## src/rtl/uart_boot_loader_pkg.sv

```systemverilog
// Shared constants for the UART boot loader: framing bytes, write strobe and FSM encoding.
package uart_boot_loader_pkg;

    localparam logic [7:0] SYNC_BYTE = 8'hA5;
    localparam logic [3:0] WORD_WE   = 4'hF;

    localparam logic [2:0] ST_IDLE = 3'd0;
    localparam logic [2:0] ST_LEN  = 3'd1;
    localparam logic [2:0] ST_DATA = 3'd2;
    localparam logic [2:0] ST_CSUM = 3'd3;
    localparam logic [2:0] ST_DONE = 3'd4;
    localparam logic [2:0] ST_ERR  = 3'd5;

    localparam logic [1:0] RX_IDLE  = 2'd0;
    localparam logic [1:0] RX_START = 2'd1;
    localparam logic [1:0] RX_DATA  = 2'd2;
    localparam logic [1:0] RX_STOP  = 2'd3;

endpackage

```

## src/rtl/uart_boot_loader_uart_rx.sv

```systemverilog
// 8N1 UART receiver: 2-flop synchroniser, mid-bit sampling with a down-counter,
// one-cycle rx_valid or frame_err per frame.
module uart_rx
    import uart_boot_loader_pkg::*;
#(
    parameter int CLKS_PER_BIT = 868
) (
    input  logic       clk,
    input  logic       rst_n,
    input  logic       rx_i,
    output logic       rx_valid,
    output logic [7:0] rx_byte,
    output logic       frame_err
);

    localparam int CW = $clog2(CLKS_PER_BIT) + 1;
    localparam logic [CW-1:0] FULL_LOAD = CW'(CLKS_PER_BIT - 1);
    localparam logic [CW-1:0] HALF_LOAD = CW'(CLKS_PER_BIT / 2 - 1);

    logic [2:0]    r_sync;
    logic [1:0]    r_state;
    logic [CW-1:0] r_cnt;
    logic [2:0]    r_bit_cnt;
    logic [7:0]    r_shift;
    logic          w_rx;
    logic          w_fall;

    // r_sync[2] is the previous synchronised sample, used for edge detection
    assign w_rx   = r_sync[1];
    assign w_fall = r_sync[2] & ~r_sync[1];

    always_ff @(posedge clk or negedge rst_n) begin
        if (!rst_n) r_sync <= 3'b111;
        else        r_sync <= {r_sync[1:0], rx_i};
    end

    always_ff @(posedge clk or negedge rst_n) begin
        if (!rst_n) begin
            r_state   <= RX_IDLE;
            r_cnt     <= '0;
            r_bit_cnt <= '0;
            r_shift   <= '0;
            rx_valid  <= 1'b0;
            rx_byte   <= '0;
            frame_err <= 1'b0;
        end else begin
            rx_valid  <= 1'b0;
            frame_err <= 1'b0;
            case (r_state)
                RX_IDLE: begin
                    if (w_fall) begin
                        r_state <= RX_START;
                        r_cnt   <= HALF_LOAD;
                    end
                end
                RX_START: begin
                    if (r_cnt == '0) begin
                        if (w_rx) begin
                            r_state <= RX_IDLE;
                        end else begin
                            r_state   <= RX_DATA;
                            r_cnt     <= FULL_LOAD;
                            r_bit_cnt <= '0;
                        end
                    end else begin
                        r_cnt <= r_cnt - 1'b1;
                    end
                end
                RX_DATA: begin
                    if (r_cnt == '0) begin
                        r_shift   <= {w_rx, r_shift[7:1]};
                        r_cnt     <= FULL_LOAD;
                        r_bit_cnt <= r_bit_cnt + 1'b1;
                        if (r_bit_cnt == 3'd7) r_state <= RX_STOP;
                    end else begin
                        r_cnt <= r_cnt - 1'b1;
                    end
                end
                default: begin
                    if (r_cnt == '0) begin
                        r_state <= RX_IDLE;
                        if (w_rx) begin
                            rx_valid <= 1'b1;
                            rx_byte  <= r_shift;
                        end else begin
                            frame_err <= 1'b1;
                        end
                    end else begin
                        r_cnt <= r_cnt - 1'b1;
                    end
                end
            endcase
        end
    end

endmodule

```

## src/rtl/uart_boot_loader.sv

```systemverilog
// Serial program loader: receives a framed image over UART, writes it into
// instruction memory word by word, then releases the core from reset.
//
// state | meaning
// IDLE  | waiting for sync byte, other bytes ignored
// LEN   | collecting 4-byte little-endian word count
// DATA  | assembling words, writing each to memory, summing bytes
// CSUM  | comparing the final byte against the running checksum
// DONE  | image accepted, core released, input ignored until reset
// ERR   | load failed, waiting for a new sync byte
module uart_boot_loader
    import uart_boot_loader_pkg::*;
#(
    parameter int CLK_FREQ_HZ = 100000000,
    parameter int BAUD        = 115200,
    parameter int MAX_WORDS   = 4096
) (
    input  logic        clk,
    input  logic        rst_n,
    input  logic        uart_rx_i,
    output logic [3:0]  mem_we,
    output logic [31:0] mem_addr,
    output logic [31:0] mem_di,
    output logic        cpu_rst_n,
    output logic        load_done,
    output logic        load_err,
    output logic        busy
);

    localparam int CLKS_PER_BIT = CLK_FREQ_HZ / BAUD;
    localparam int IW           = $clog2(MAX_WORDS) + 1;

    logic          w_rx_valid;
    logic [7:0]    w_rx_byte;
    logic          w_frame_err;

    logic [2:0]    r_state;
    logic [1:0]    r_byte_cnt;
    logic [23:0]   r_len;
    logic [23:0]   r_word;
    logic [IW-1:0] r_count;
    logic [IW-1:0] r_index;
    logic [7:0]    r_csum;
    logic [3:0]    r_mem_we;
    logic [31:0]   r_mem_addr;
    logic [31:0]   r_mem_di;

    logic [31:0]   w_len_full;
    logic [31:0]   w_word_full;
    logic [IW-1:0] w_index_next;

    uart_rx #(
        .CLKS_PER_BIT(CLKS_PER_BIT)
    ) u_uart_rx (
        .clk      (clk),
        .rst_n    (rst_n),
        .rx_i     (uart_rx_i),
        .rx_valid (w_rx_valid),
        .rx_byte  (w_rx_byte),
        .frame_err(w_frame_err)
    );

    // Little-endian: each new byte lands on top, earlier bytes shift down
    assign w_len_full   = {w_rx_byte, r_len};
    assign w_word_full  = {w_rx_byte, r_word};
    assign w_index_next = r_index + 1'b1;

    always_ff @(posedge clk or negedge rst_n) begin
        if (!rst_n) begin
            r_state    <= ST_IDLE;
            r_byte_cnt <= '0;
            r_len      <= '0;
            r_word     <= '0;
            r_count    <= '0;
            r_index    <= '0;
            r_csum     <= '0;
            r_mem_we   <= '0;
            r_mem_addr <= '0;
            r_mem_di   <= '0;
        end else begin
            r_mem_we <= '0;
            case (r_state)
                ST_IDLE, ST_ERR: begin
                    if (w_rx_valid && w_rx_byte == SYNC_BYTE) begin
                        r_state    <= ST_LEN;
                        r_byte_cnt <= '0;
                        r_index    <= '0;
                        r_csum     <= '0;
                    end
                end
                ST_LEN: begin
                    if (w_frame_err) begin
                        r_state <= ST_ERR;
                    end else if (w_rx_valid) begin
                        r_len      <= w_len_full[31:8];
                        r_byte_cnt <= r_byte_cnt + 1'b1;
                        if (r_byte_cnt == 2'd3) begin
                            if (w_len_full > 32'(MAX_WORDS)) begin
                                r_state <= ST_ERR;
                            end else if (w_len_full == 32'd0) begin
                                r_state <= ST_CSUM;
                            end else begin
                                r_count <= w_len_full[IW-1:0];
                                r_state <= ST_DATA;
                            end
                        end
                    end
                end
                ST_DATA: begin
                    if (w_frame_err) begin
                        r_state <= ST_ERR;
                    end else if (w_rx_valid) begin
                        r_csum     <= r_csum + w_rx_byte;
                        r_word     <= w_word_full[31:8];
                        r_byte_cnt <= r_byte_cnt + 1'b1;
                        if (r_byte_cnt == 2'd3) begin
                            r_mem_we   <= WORD_WE;
                            r_mem_addr <= 32'(r_index) << 2;
                            r_mem_di   <= w_word_full;
                            r_index    <= w_index_next;
                            if (w_index_next == r_count) r_state <= ST_CSUM;
                        end
                    end
                end
                ST_CSUM: begin
                    if (w_frame_err) begin
                        r_state <= ST_ERR;
                    end else if (w_rx_valid) begin
                        r_state <= (w_rx_byte == r_csum) ? ST_DONE : ST_ERR;
                    end
                end
                default: ;
            endcase
        end
    end

    assign mem_we    = r_mem_we;
    assign mem_addr  = r_mem_addr;
    assign mem_di    = r_mem_di;
    assign cpu_rst_n = (r_state == ST_DONE);
    assign load_done = (r_state == ST_DONE);
    assign load_err  = (r_state == ST_ERR);
    assign busy      = (r_state == ST_LEN) || (r_state == ST_DATA) || (r_state == ST_CSUM);

endmodule

```

## config.mk

```make
export PLATFORM = sky130hd
export DESIGN_NAME = uart_boot_loader
export DESIGN_NICKNAME = d
export VERILOG_FILES = /design/src/rtl/uart_boot_loader_pkg.sv /design/src/rtl/uart_boot_loader_uart_rx.sv /design/src/rtl/uart_boot_loader.sv
export SDC_FILE = /design/constraint.sdc
export NUM_CORES = 1
export LEC_CHECK = 0
export ABC_AREA = 1
export ABC_CLOCK_PERIOD_IN_PS = 3170
export BUFFER_PORTS_ARGS = -buffer_cell sky130_fd_sc_hd__buf_2
export CORE_UTILIZATION = 40
export DETAILED_ROUTE_END_ITERATION = 12
export MAX_ROUTING_LAYER = met4
export PLACE_DENSITY = 0.67
export SLEW_MARGIN = 0
export SYNTH_ARGS = -nofsm -noshare
export SYNTH_HDL_FRONTEND = slang
export SYNTH_SLANG_ARGS = --single-unit
```

## constraint.sdc

```tcl
create_clock -name clk -period 3.17 [get_ports clk]
set_input_delay 0.7925 -clock clk [delete_from_list [all_inputs] [get_ports clk]]
set_output_delay 0.7925 -clock clk [all_outputs]
set_load 0.03 [all_outputs]
```

# Yosys cells after proc, flatten, opt, wreduce, memory -nomap -nowiden
# Index checks and enable logic that the tools add are counted.
dict set report totals {
  word_cells 143
  reg_bits 173
  inputBits 3
}
dict set report classes {
  bitwise 6
  eq_ne 31
  n_reduce_logical 28
  order_cmp 1
  add_sub_neg 5
  n_mux 54
}
# operator n
set ops {}
lappend ops {{11-bit two-way mux} 5}
lappend ops {{13-bit two-way mux} 4}
lappend ops {{3-bit two-way mux} 14}
lappend ops {{11-bit case mux with 3 select lines} 1}
lappend ops {{32-bit by 13-bit greater-than comparator with 1-bit output, second input constant} 1}
lappend ops {{32-bit logical NOT} 1}
lappend ops {{13-bit case mux with 2 select lines} 1}
lappend ops {{8-bit two-way mux} 3}
lappend ops {{2-bit two-way mux} 9}
lappend ops {{4-bit two-way mux} 4}
lappend ops {{8-bit case mux with 2 select lines} 1}
lappend ops {{4-bit AND reduction} 4}
lappend ops {{13-bit by 1-bit adder with 13-bit output, second input constant} 1}
lappend ops {{13-bit == test} 1}
lappend ops {{2-bit by 1-bit != test with 1-bit output, second input constant} 6}
lappend ops {{3-bit case mux with 4 select lines} 1}
lappend ops {{3-bit AND reduction} 4}
lappend ops {{11-bit logical NOT} 1}
lappend ops {{11-bit by 1-bit subtractor with 11-bit output, second input constant} 1}
lappend ops {{2-bit != test, second input constant} 5}
lappend ops {{5-bit AND reduction} 2}
lappend ops {{3-bit == test, second input constant} 3}
lappend ops {{3-bit by 1-bit != test with 1-bit output, second input constant} 3}
lappend ops {{3-bit by 2-bit != test with 1-bit output, second input constant} 3}
lappend ops {{other kinds (28)} 46}

# Depth between registers and ports, before layout
# Gate-level depths: netlist of the first run.
dict set report depth {
  depth_word 7
  mapped_depth 16
  ltp_nobuf 16
}

# By module
# From an unflattened synthesis of the first run, not the netlist that was laid out.
dict set report unflattened {
  cells_unflattened 974
  hier_area_um2 8277.9
}
# module instances seq_area_each_um2 cells_per_inst area_each_um2
set modules_own_cells {}
lappend modules_own_cells {uart_boot_loader 1 3328.2 742 6309.8}
lappend modules_own_cells {uart_rx 1 929.6 232 1968.1}

# Worst setup path after synthesis of the first run
# Ideal clock, no wire load.
dict set report synth_path {
  path_kind {flip-flop to output port}
  start {register r_state[0]}
  end {output port load_done}
  arrival_ns 1.509
  path_stages_with_launch 3
  n_path_buf 1
  path_slack_ns 0.869
  path_cell_list {dfrtp_1 -> nor3_1 -> buf_4}
}
dict set report synth_between {
  elab_chain_len 1
}
# item line
set synth_rtl {}
lappend synth_rtl {{start: declaration} uart_boot_loader.sv:37} ;# logic [2:0] r_state;
lappend synth_rtl {{start signal: assignment} uart_boot_loader.sv:129} ;# r_state <= (w_rx_byte == r_csum) ? ST_DONE : ST_ERR;
lappend synth_rtl {{3-bit == test} n/a}
lappend synth_rtl {{end: declaration} uart_boot_loader.sv:25} ;# output logic load_done,
# No other way between the ends.

# Worst setup path after layout of the first run
dict set report layout_path {
  start {register r_state[0]}
  end {output port busy}
}
dict set report layout_between {
  elab_chain_len 3
  word_cells_on_any_way 5
  classes_between {eq/ne (3); reduce/logical (2)}
}
# item line
set layout_rtl {}
lappend layout_rtl {{3-bit by 1-bit == test with 1-bit output or 3-bit by 2-bit == test with 1-bit output (tied branches)} uart_boot_loader.sv:143} ;# assign busy = (r_state == ST_LEN) || (r_state == ST_DATA) || (r_state == ST_CSUM);
lappend layout_rtl {{1-bit logical OR} uart_boot_loader.sv:143}
lappend layout_rtl {{1-bit logical OR (*)} uart_boot_loader.sv:143}
lappend layout_rtl {{end: declaration} uart_boot_loader.sv:27} ;# output logic busy
# Mark *: on every way between the ends. The rest lies on a longest branch, timed or not.

==> results.sh, run 1 <==
export IMPL_status="finished, final reports clean"
export IMPL_cts_resized=0
export IMPL_clock_latency_ps=440
export IMPL_synth_warnings=0
export IMPL_tightest_slew_ps=951
export IMPL_seq_area_um2=4260
export IMPL_cts_made_buffers=17
export IMPL_max_freq_ghz=0.412
export IMPL_intPower_uw=3620
export IMPL_synth_mux_area_share_pct=0
export IMPL_drt_pass1_iter_count=5
export IMPL_cts_buffer_depth=2
export IMPL_p_seq_share_pct=44.8
export IMPL_initial_core_util_pct=41.4
export IMPL_yosysMostFrequentCell="nand2_1"
export IMPL_synth_compound_area_share_pct=12.2
export IMPL_wl_um=16700
export IMPL_synth_area_leader_cell="dfrtp_1"
export IMPL_first_global_vias=5844
export IMPL_grt_max_degree=63
export IMPL_first_iter_violations=360
export IMPL_post_route_min_period_ps=2430
export IMPL_synthSimpleGateAreaFrac_pct=22.6
export IMPL_worst_path_largest_cell_delay_ps=490
export IMPL_synth_xor_area_share_pct=0.534
export IMPL_fp_row_count=51
export IMPL_crit_slowest_cell="dfrtp_1"
export IMPL_power_frac_clock_pct=42.0
export IMPL_clkSlewWorstSetupHoldPaths_ps=80
export IMPL_synth_area_leaders="dfrtp_1, nand2_1, o21ai_0"
export IMPL_synth_area_um2=8200
export IMPL_cts_root_buf="clkbuf_16"
export IMPL_period_share_pct=76.6
export IMPL_cap_violations=0
export IMPL_area_growth_pct=12.9
export IMPL_cts_sinks=170
export IMPL_skew_ps=14.1
export IMPL_dr_total_vias=6287
export IMPL_ys_flop_type="dfrtp_1"
export IMPL_slew_headroom_pct=36.5
export IMPL_path_class="flop to output pin"
export IMPL_core_um2=19800
export IMPL_viasPerCell=4.86
export IMPL_gp_congestion=0.878
export IMPL_finalSetupTns_ps=0
export IMPL_cts_setup_buffers=0
export IMPL_finalPower_uw=5200
export IMPL_setup_viol=0
export IMPL_combPwrFrac_pct=13.2
export IMPL_cp_required_ps=2380
export IMPL_syn_inst=967
export IMPL_path_max_fanout=6
export IMPL_p_sw_share_pct=30.3
export IMPL_grt_ovfl_total=0
export IMPL_antennaDiodeCount=0
export IMPL_yosys_register_bits=170
export IMPL_yosysTopAreaCellShare_pct=51.0
export IMPL_cts_hold_buf=0
export IMPL_grt_pass1_wl_um=28300
export IMPL_die_area_um2=21100
export IMPL_synth_top_family_by_area="simple AND/OR/NAND/NOR gates"
export IMPL_post_route_drc_count=0
export IMPL_die_height_um=145
export IMPL_drt_wirelength_per_cell_um=12.9
export IMPL_layout_drive_gt1_share_pct=13.2
export IMPL_worstPathArrival_ps=1640
export IMPL_power_density_nw_per_um2=562
export IMPL_io_buffer_count=55
export IMPL_grt_usage_pct=17.1
export IMPL_synthTopCellsByCount="nand2_1, dfrtp_1, inv_1"
export IMPL_cp_common_cell="nand2_2"
export IMPL_synth_avg_cell_area_um2=8.48
export IMPL_synth_edf_count=0
export IMPL_hp_class="input pin to async pin"
export IMPL_multi_input_area_um2=3190
export IMPL_die_w_um=145
export IMPL_seq_area_frac_synth_pct=51.9
export IMPL_fillers=1879
export IMPL_ioPinCount=75
export IMPL_synthArstFlopShare_pct=100
export IMPL_synth_cell_types=45
export IMPL_leakage_uw=0.00448
export IMPL_rsz0062_at_grt="no"
export IMPL_timing_hold_violations_final=0
export IMPL_htreeDepth=4
export IMPL_final_util_pct=46.8
export IMPL_end_kind="output pin"
export IMPL_vdd_drop_max_v=0.000356
export IMPL_antenna_left=0
export IMPL_nets=1035
export IMPL_final_max_slew_viol_count=0
export IMPL_startpoint_type="flop"
export IMPL_switchingPower_uw=1580
export IMPL_synth_adder_area_share_pct=2.69
export IMPL_crit_chain="nand2_2, nor2_2, inv_2, nand2_2, buf_2"
export IMPL_antenna_found_initial=0
export IMPL_cts_tree="yes"
export IMPL_dp_hpwl_um=12000
[through the flow]
stage | setup slack [ps] | instance area [um2] | cells | hold WS, ps
after floorplan | 869 | 8260 | 985 | 345
after global placement | 871 | 8600 | 1261 | 347
after detailed placement | 830 | 8600 | 1261 | 347
after CTS | 730 | 9250 | 1293 | 309
after global routing | 453 | 9250 | 1293 | 350
final | 740 | 9250 | 1293 | 303
[placed cells by master (no fill, tap or decap), types with 7 or more instances in the layout]
| cell | n |
|---|---|
| buf_2 | 54 |
| nand2_1 | 253 |
| nor3_1 | 10 |
| clkbuf_16 | 17 |
| o21ai_0 | 104 |
| a21oi_1 | 16 |
| ha_1 | 16 |
| nand4_1 | 12 |
| o21ai_1 | 40 |
| conb_1 | 19 |
| inv_2 | 7 |
| clkinv_8 | 9 |
| inv_1 | 112 |
| nand2_2 | 7 |
| dfrtp_1 | 167 |
| nand3_1 | 53 |
| nor2_1 | 64 |
[registers in the layout (all words and copies together) (netlist names), 3 cells and up]
register             cells
mem_addr                13
mem_di                  32
r_count                 13
r_csum                   8
r_index                 13
r_len                   24
r_state                  3
r_word                  24
u_uart_rx.r_bit_cnt      3
u_uart_rx.r_cnt         11
u_uart_rx.r_shift        8
u_uart_rx.r_sync         3
u_uart_rx.rx_byte        8
[power by group through the flow]
stage | combinational (uW) | clock, uW | sequential, uW
after detailed placement | 691 | 0 | 2370
after CTS | 696 | 2230 | 2330
after global routing | 791 | 2300 | 2340
after global placement | 673 | 0 | 2360
final | 686 | 2180 | 2330
after floorplan | 552 | 0 | 2350
[metal layers]
metal	GRT usage [%]	vias up	share of wire (%)
met5	-	-	0
met4	6.00	0	1.6
met1	23.1	2943	49
li1	-	3186	-
met2	25.8	138	45
met3	2.89	20	4.2
[final timing paths]
path,start,slack [ps],endpoint,depth (start not counted)
setup / recovery,r_state[0]$_DFFE_PN0P_,740,busy,5
hold / removal,rst_n,300,mem_di[2]$_DFFE_PN0P_,1
setup reg to reg,u_uart_rx.r_state[0]$_DFFE_PN0P_,820,u_uart_rx.r_cnt[0]$_DFFE_PN0P_,12
hold reg to reg,u_uart_rx.r_sync[0]$_DFF_PN1_,360,u_uart_rx.r_sync[1]$_DFF_PN1_,0
max in group asynchronous,rst_n,2160,u_uart_rx.r_sync[0]$_DFF_PN1_,2
min in group clk,u_uart_rx.r_sync[0]$_DFF_PN1_,360,u_uart_rx.r_sync[1]$_DFF_PN1_,0
[logic make-up (layout without fill, tap and decap cells)]
kind of cell / Yosys count / count (layout)
buf+inv: 170 / 213
compound gates: 181 / 181
flops: 170 / 170
xor+xnor: 5 / 5
fa+ha+maj: 17 / 17
simple gates: 423 / 423
other cells: 1 / 19
[worst max-delay path: cells and delay by family, from the launching register on]
| family | cells | cell delay (ps) |
|---|---|---|
| flip-flops | 1 | 490 |
| AND/OR/NAND/NOR | 3 | 410 |
| buffers and inverters | 2 | 310 |
[final cells by class]
| cell class | instances | share of cell area [%] |
|---|---|---|
| flip-flops and latches | 170 | 46.0 |
| well taps | 265 | 3.58 |
| clock inverters | 15 | 2.46 |
| multi-input cells | 645 | 34.5 |
| clock buffers | 17 | 4.60 |
| repair buffers | 62 | 4.02 |
| inverters | 119 | 4.83 |
No activity file was read; power rests on OpenSTA's default activity.
==> inputs of run 2 (changes only) <==
--- a/config.mk
+++ b/config.mk
@@ -5,13 +5,13 @@
 export SDC_FILE = /design/constraint.sdc
 export NUM_CORES = 1
 export LEC_CHECK = 0
-export ABC_AREA = 1
-export ABC_CLOCK_PERIOD_IN_PS = 3170
+export ABC_AREA = 0
+export ABC_CLOCK_PERIOD_IN_PS = 2250
 export BUFFER_PORTS_ARGS = -buffer_cell sky130_fd_sc_hd__buf_2
 export CORE_UTILIZATION = 40
 export DETAILED_ROUTE_END_ITERATION = 12
 export MAX_ROUTING_LAYER = met4
-export PLACE_DENSITY = 0.67
+export PLACE_DENSITY = 0.68
 export SLEW_MARGIN = 0
 export SYNTH_ARGS = -nofsm -noshare
 export SYNTH_HDL_FRONTEND = slang
==> constraint.sdc (replaced) <==
create_clock -name clk -period 2.25 [get_ports clk]
set_input_delay 0.5625 -clock clk [delete_from_list [all_inputs] [get_ports clk]]
set_output_delay 0.5625 -clock clk [all_outputs]
set_load 0.03 [all_outputs]
==> results.sh, run 2 <==
export IMPL_cts_hold_buf=0
export IMPL_vdd_drop_max_v=0.000499
export IMPL_critPathLaunch="r_state[0]$_DFFE_PN0P_"
export IMPL_cts_root_buf="clkbuf_16"
export IMPL_io_buffer_count=55
export IMPL_synthArstFlopShare_pct=100
export IMPL_synth_avg_cell_area_um2=9.87
export IMPL_grt_max_degree=54
export IMPL_leakage_uw=0.00489
export IMPL_mostFrequentLayoutCell="nand2_1"
export IMPL_hp_class="input pin to async pin"
export IMPL_drt_wirelength_per_cell_um=13.8
export IMPL_cp_required_ps=1690
export IMPL_fillers=1827
export IMPL_die_w_um=143
export IMPL_antenna_found_initial=0
export IMPL_antenna_left=0
export IMPL_final_max_slew_viol_count=0
export IMPL_antennaDiodeCount=0
export IMPL_worstPathArrival_ps=1600
export IMPL_period_share_pct=96.2
export IMPL_largest_reg_flops=32
export IMPL_dr_total_vias=5775
export IMPL_wl_um=16000
export IMPL_core_um2=19500
export IMPL_tightest_slew_ps=812
export IMPL_cts_tree="yes"
export IMPL_yosysTopAreaCellShare_pct=52.3
export IMPL_initial_core_util_pct=40.9
export IMPL_ys_flop_type="dfrtp_1"
export IMPL_status="finished, final reports clean"
export IMPL_fp_row_count=51
export IMPL_seq_area_frac_synth_pct=53.3
export IMPL_startpoint_type="flop"
export IMPL_grt_pass1_wl_um=26800
export IMPL_path_max_fanout=8
export IMPL_clkSlewWorstSetupHoldPaths_ps=70
export IMPL_crit_chain="inv_1, nor3b_2, buf_2"
export IMPL_ioPinCount=75
export IMPL_setup_ws_ps=85.2
export IMPL_skew_ps=11.2
export IMPL_nets=901
export IMPL_first_iter_violations=252
export IMPL_synth_area_leaders="dfrtp_1, nand2_1, mux2_2"
export IMPL_die_area_um2=20500
export IMPL_gp_congestion=0.869
export IMPL_viasPerCell=4.98
export IMPL_place_ws_ps=49.1
export IMPL_worst_path_largest_cell_delay_ps=500
export IMPL_setup_viol=0
export IMPL_grt_usage_pct=17.1
export IMPL_cap_violations=0
export IMPL_synth_area_um2=7990
export IMPL_post_route_drc_count=0
export IMPL_yosysMostFrequentCell="nand2_1"
export IMPL_max_freq_ghz=0.462
export IMPL_die_height_um=143
export IMPL_cts_buffer_depth=2
export IMPL_drt_pass1_iter_count=4
export IMPL_crit_slowest_cell="dfrtp_1"
export IMPL_path_class="flop to output pin"
export IMPL_dp_hpwl_um=11000
export IMPL_first_global_vias=5393
export IMPL_end_kind="output pin"
export IMPL_synth_cell_types=56
export IMPL_synth_warnings=0
export IMPL_power_density_nw_per_um2=779
export IMPL_synth_edf_count=0
export IMPL_post_route_min_period_ps=2160
export IMPL_yosys_register_bits=170
export IMPL_layout_drive_gt1_share_pct=21.9
export IMPL_finalSetupTns_ps=0
export IMPL_area_growth_pct=16.6
export IMPL_cts_sinks=170
export IMPL_synth_area_leader_cell="dfrtp_1"
export IMPL_synthTopCellsByCount="nand2_1, dfrtp_1, o21ai_0"
export IMPL_reg2reg_from="u_uart_rx.r_cnt[0]$_DFFE_PN0P_"
export IMPL_cts_made_buffers=17
export IMPL_syn_inst=809
export IMPL_htreeDepth=4
export IMPL_final_cell_mix="nand2_1, dfrtp_1, buf_2"
export IMPL_timing_hold_violations_final=0
export IMPL_grt_ovfl_total=0
export IMPL_slew_headroom_pct=45.7
export IMPL_clock_latency_ps=430
[run 2: cell types whose count changed after synthesis, moves of 31 or more]
cell     change
o21ai_1     -38
nand3_1     -41
inv_1       -96
o21ai_0     -50
mux2_2      +52
nor2_1      -31
[run 2: final timing paths]
kind | end | slack [ps] | cells past startpoint
worst max-delay path | load_err | 90 | 3
worst min-delay path | u_uart_rx.r_bit_cnt[1]$_DFFE_PN0P_ | 40 | 1
worst max register to register | u_uart_rx.rx_byte[0]$_DFFE_PN0P_ | 120 | 7
worst min register to register | u_uart_rx.r_sync[1]$_DFF_PN1_ | 360 | 0
max in group asynchronous | mem_addr[10]$_DFFE_PN0P_ | 1590 | 2
min in group clk | u_uart_rx.r_sync[0]$_DFF_PN1_ | 220 | 1
[run 2: cell families after synthesis]
family                   Yosys count  synth area share [%]
AO/OA/AOI/OAI                    115                  8.77
XOR/XNOR                          27                  2.96
adder cells (fa/ha/maj)           17                  2.76
buffers and inverters             75                  4.89
flip-flops                       170                  53.3
multiplexers                      58                  8.15
other                              1                0.0470
AND/OR/NAND/NOR                  346                  19.1
[run 2: timing repair]
item / 4_1_cts / 5_1_grt
setup endpoints to repair: 14 / 25
gates resized for setup: 2 / 9
setup buffers: 0 / 2
pin swaps: 0 / 2
[run 2: where the power goes]
| part | leakage [uW] | switching, uW | internal (uW) |
|---|---|---|---|
| registers | 0.00235 | 118 | 3180 |
| logic | 0.00226 | 673 | 452 |
| clock network | 0.000280 | 1340 | 1480 |
| total | 0.00489 | 2130 | 5120 |
[run 2: layer usage]
layer | global-route usage, % | wire length [um] | vias up
li1 | - | - | 2855
met1 | 22.2 | 7600 | 2794
met2 | 26.8 | 7740 | 101
met3 | 2.73 | 459 | 25
met4 | 7.05 | 221 | 0
met5 | - | 0 | -
[run 2: worst max-delay path: cells and delay by family, from the launching register on]
kind | cells | cell delay (ps)
DFF | 1 | 500
buffers and inverters | 2 | 420
and+or+nand+nor | 1 | 250
[run 2: layout make-up]
cell class / count / area, um2 / share of cell area (%)
well taps: 265 / 332 / 3.56
clock inverters: 15 / 153 / 1.64
inverters: 16 / 60.1 / 0.645
flip-flops and latches: 170 / 4260 / 45.8
clock buffers: 17 / 425 / 4.57
multi-input cells: 582 / 3460 / 37.1
repair buffers: 94 / 624 / 6.71
[run 2: per-stage QoR]
stage	instances	hold WS, ps	instance area, um2	util [%]	total power (uW)
floorplan	827	267	8050	-	4130
global placement	1125	347	8670	44.4	4450
detailed placement	1125	347	8670	44.4	4480
CTS	1157	45.0	9260	47.4	7310
global route	1159	68.3	9310	47.7	7610
finish	1159	41.5	9310	47.7	7250
==> inputs of run 3 (changes only) <==
--- a/config.mk
+++ b/config.mk
@@ -8,10 +8,10 @@
 export ABC_AREA = 0
 export ABC_CLOCK_PERIOD_IN_PS = 2250
 export BUFFER_PORTS_ARGS = -buffer_cell sky130_fd_sc_hd__buf_2
-export CORE_UTILIZATION = 40
+export CORE_UTILIZATION = 59
 export DETAILED_ROUTE_END_ITERATION = 12
 export MAX_ROUTING_LAYER = met4
-export PLACE_DENSITY = 0.68
+export PLACE_DENSITY = 0.89
 export SLEW_MARGIN = 0
 export SYNTH_ARGS = -nofsm -noshare
 export SYNTH_HDL_FRONTEND = slang
==> results.sh, run 3 (synthesis results as in run 2) <==
export IMPL_fillers=894
export IMPL_final_cell_mix="nand2_1, dfrtp_1, buf_2"
export IMPL_cts_sinks=170
export IMPL_wl_um=16900
export IMPL_mostFrequentLayoutCell="nand2_1"
export IMPL_cts_made_buffers=17
export IMPL_setup_viol=0
export IMPL_antennaDiodeCount=0
export IMPL_die_height_um=118
export IMPL_layout_drive_gt1_share_pct=21.5
export IMPL_viasPerCell=5.68
export IMPL_hp_start="uart_rx_i"
export IMPL_setup_ws_ps=30.4
export IMPL_multi_input_area_um2=3460
export IMPL_drt_pass1_iter_count=5
export IMPL_worstPathArrival_ps=1660
export IMPL_grt_max_degree=53
export IMPL_cts_root_buf="clkbuf_16"
export IMPL_fin_area_um2=9210
export IMPL_first_global_vias=5804
export IMPL_vdd_drop_max_v=0.000619
export IMPL_antenna_left=0
export IMPL_seq_area_um2=4260
export IMPL_period_share_pct=98.6
export IMPL_ioPinCount=75
export IMPL_tightest_slew_ps=765
export IMPL_dpl_instance_area_um2=8530
export IMPL_timing_hold_violations_final=0
export IMPL_grt_pass1_wl_um=28400
export IMPL_io_buffer_count=55
export IMPL_end_kind="output pin"
export IMPL_place_ws_ps=12.1
export IMPL_cp_required_ps=1690
export IMPL_startpoint_type="flop"
export IMPL_path_class="flop to output pin"
export IMPL_dr_total_vias=6057
export IMPL_area_growth_pct=15.4
export IMPL_slew_headroom_pct=48.8
export IMPL_grt_ovfl_total=0
export IMPL_clock_latency_ps=430
export IMPL_critPathLaunch="r_state[1]$_DFFE_PN0P_"
export IMPL_clkSlewWorstSetupHoldPaths_ps=60
export IMPL_post_route_min_period_ps=2220
export IMPL_core_um2=13200
export IMPL_status="finished, final reports clean"
export IMPL_grt_usage_pct=26.2
export IMPL_layout_cells_non_filler=1067
export IMPL_nets=898
export IMPL_dp_hpwl_um=11300
export IMPL_htreeDepth=4
export IMPL_path_max_fanout=7
export IMPL_fin_hold_ws_ps=229
export IMPL_first_iter_violations=453
export IMPL_drt_wirelength_per_cell_um=15.8
export IMPL_fp_row_count=42
export IMPL_reg2reg_from="r_len[1]$_DFFE_PN0P_"
export IMPL_die_area_um2=14000
export IMPL_max_freq_ghz=0.451
export IMPL_cts_tree="yes"
export IMPL_cap_violations=0
export IMPL_antenna_found_initial=0
export IMPL_leakage_uw=0.00487
export IMPL_post_route_drc_count=0
export IMPL_largest_reg_flops=32
export IMPL_finalPower_uw=7450
export IMPL_hp_class="input pin to flop"
export IMPL_cts_buffer_depth=2
export IMPL_initial_core_util_pct=60.3
export IMPL_final_max_slew_viol_count=0
export IMPL_placed_cells=1033
export IMPL_die_w_um=118
export IMPL_gp_congestion=0.864
export IMPL_power_density_nw_per_um2=808
export IMPL_skew_ps=6.61
[run 3: cell types whose count changed in the layout (fill, tap and decap cells not counted), moves of 2 or more]
cell	change
clkinvlp_4	+3
clkinv_8	-2
inv_8	-5
clkbuf_1	+3
bufinv_16	+3
buf_4	-5
[run 3: stage by stage]
| step | TNS (ps) | util [%] |
|---|---|---|
| 3_3_place_gp | 0 | 64.4 |
| 4_1_cts | 0 | 69.1 |
| 2_1_floorplan | 0 | - |
| 3_5_place_dp | 0 | 64.4 |
| 6_report | 0 | 69.6 |
| 5_1_grt | -370 | 69.6 |
[run 3: area by class of cell]
class / instances / area share (%)
inverter: 16 / 0.652
sequential: 170 / 46.2
clock inverter: 12 / 1.77
multi-input combinational: 582 / 37.6
clock buffer: 20 / 4.74
timing repair buffer: 91 / 6.60
tap: 176 / 2.39
[run 3: repair_timing]
item                                    CTS  global route
endpoints found under the setup margin    3            27
setup buffers                             0             1
gates resized for setup                   3            13
gates cloned                              0             0
pin swaps                                 0             1
hold endpoints to repair                 14             0
hold buffers                              1             0
[run 3: power breakdown]
part,switching [uW],leakage [uW],internal (uW)
clock network,1210,0.000274,1760
logic,694,0.00225,464
registers,130,0.00234,3190
total,2040,0.00487,5410
[run 3: path summary, 6_finish.rpt]
path / endpoint / slack [ps] / cells after the start
worst max-delay path: load_err / 30 / 3
worst min-delay path: u_uart_rx.r_sync[0]$_DFF_PN1_ / 230 / 1
worst max register to register: r_count[8]$_DFFE_PN0P_ / 70 / 7
worst min register to register: u_uart_rx.r_sync[1]$_DFF_PN1_ / 360 / 0
max in group asynchronous: u_uart_rx.r_sync[2]$_DFF_PN1_ / 1080 / 3
min in group asynchronous: mem_addr[5]$_DFFE_PN0P_ / 530 / 2
[run 3: routing by layer]
layer / GRT usage (%) / up-vias / share of wire (%)
met2: 43.8 / 189 / 52
met1: 31.9 / 3001 / 42
met4: 9.29 / 0 / 1.8
met3: 4.78 / 34 / 4.3
li1: - / 2833 / -
met5: - / - / 0
[run 3: critical path: stages (launching register included)]
cell and delay [ps]:
dfrtp_1 450, buf_4 190, nor3b_1 330, buf_2 270
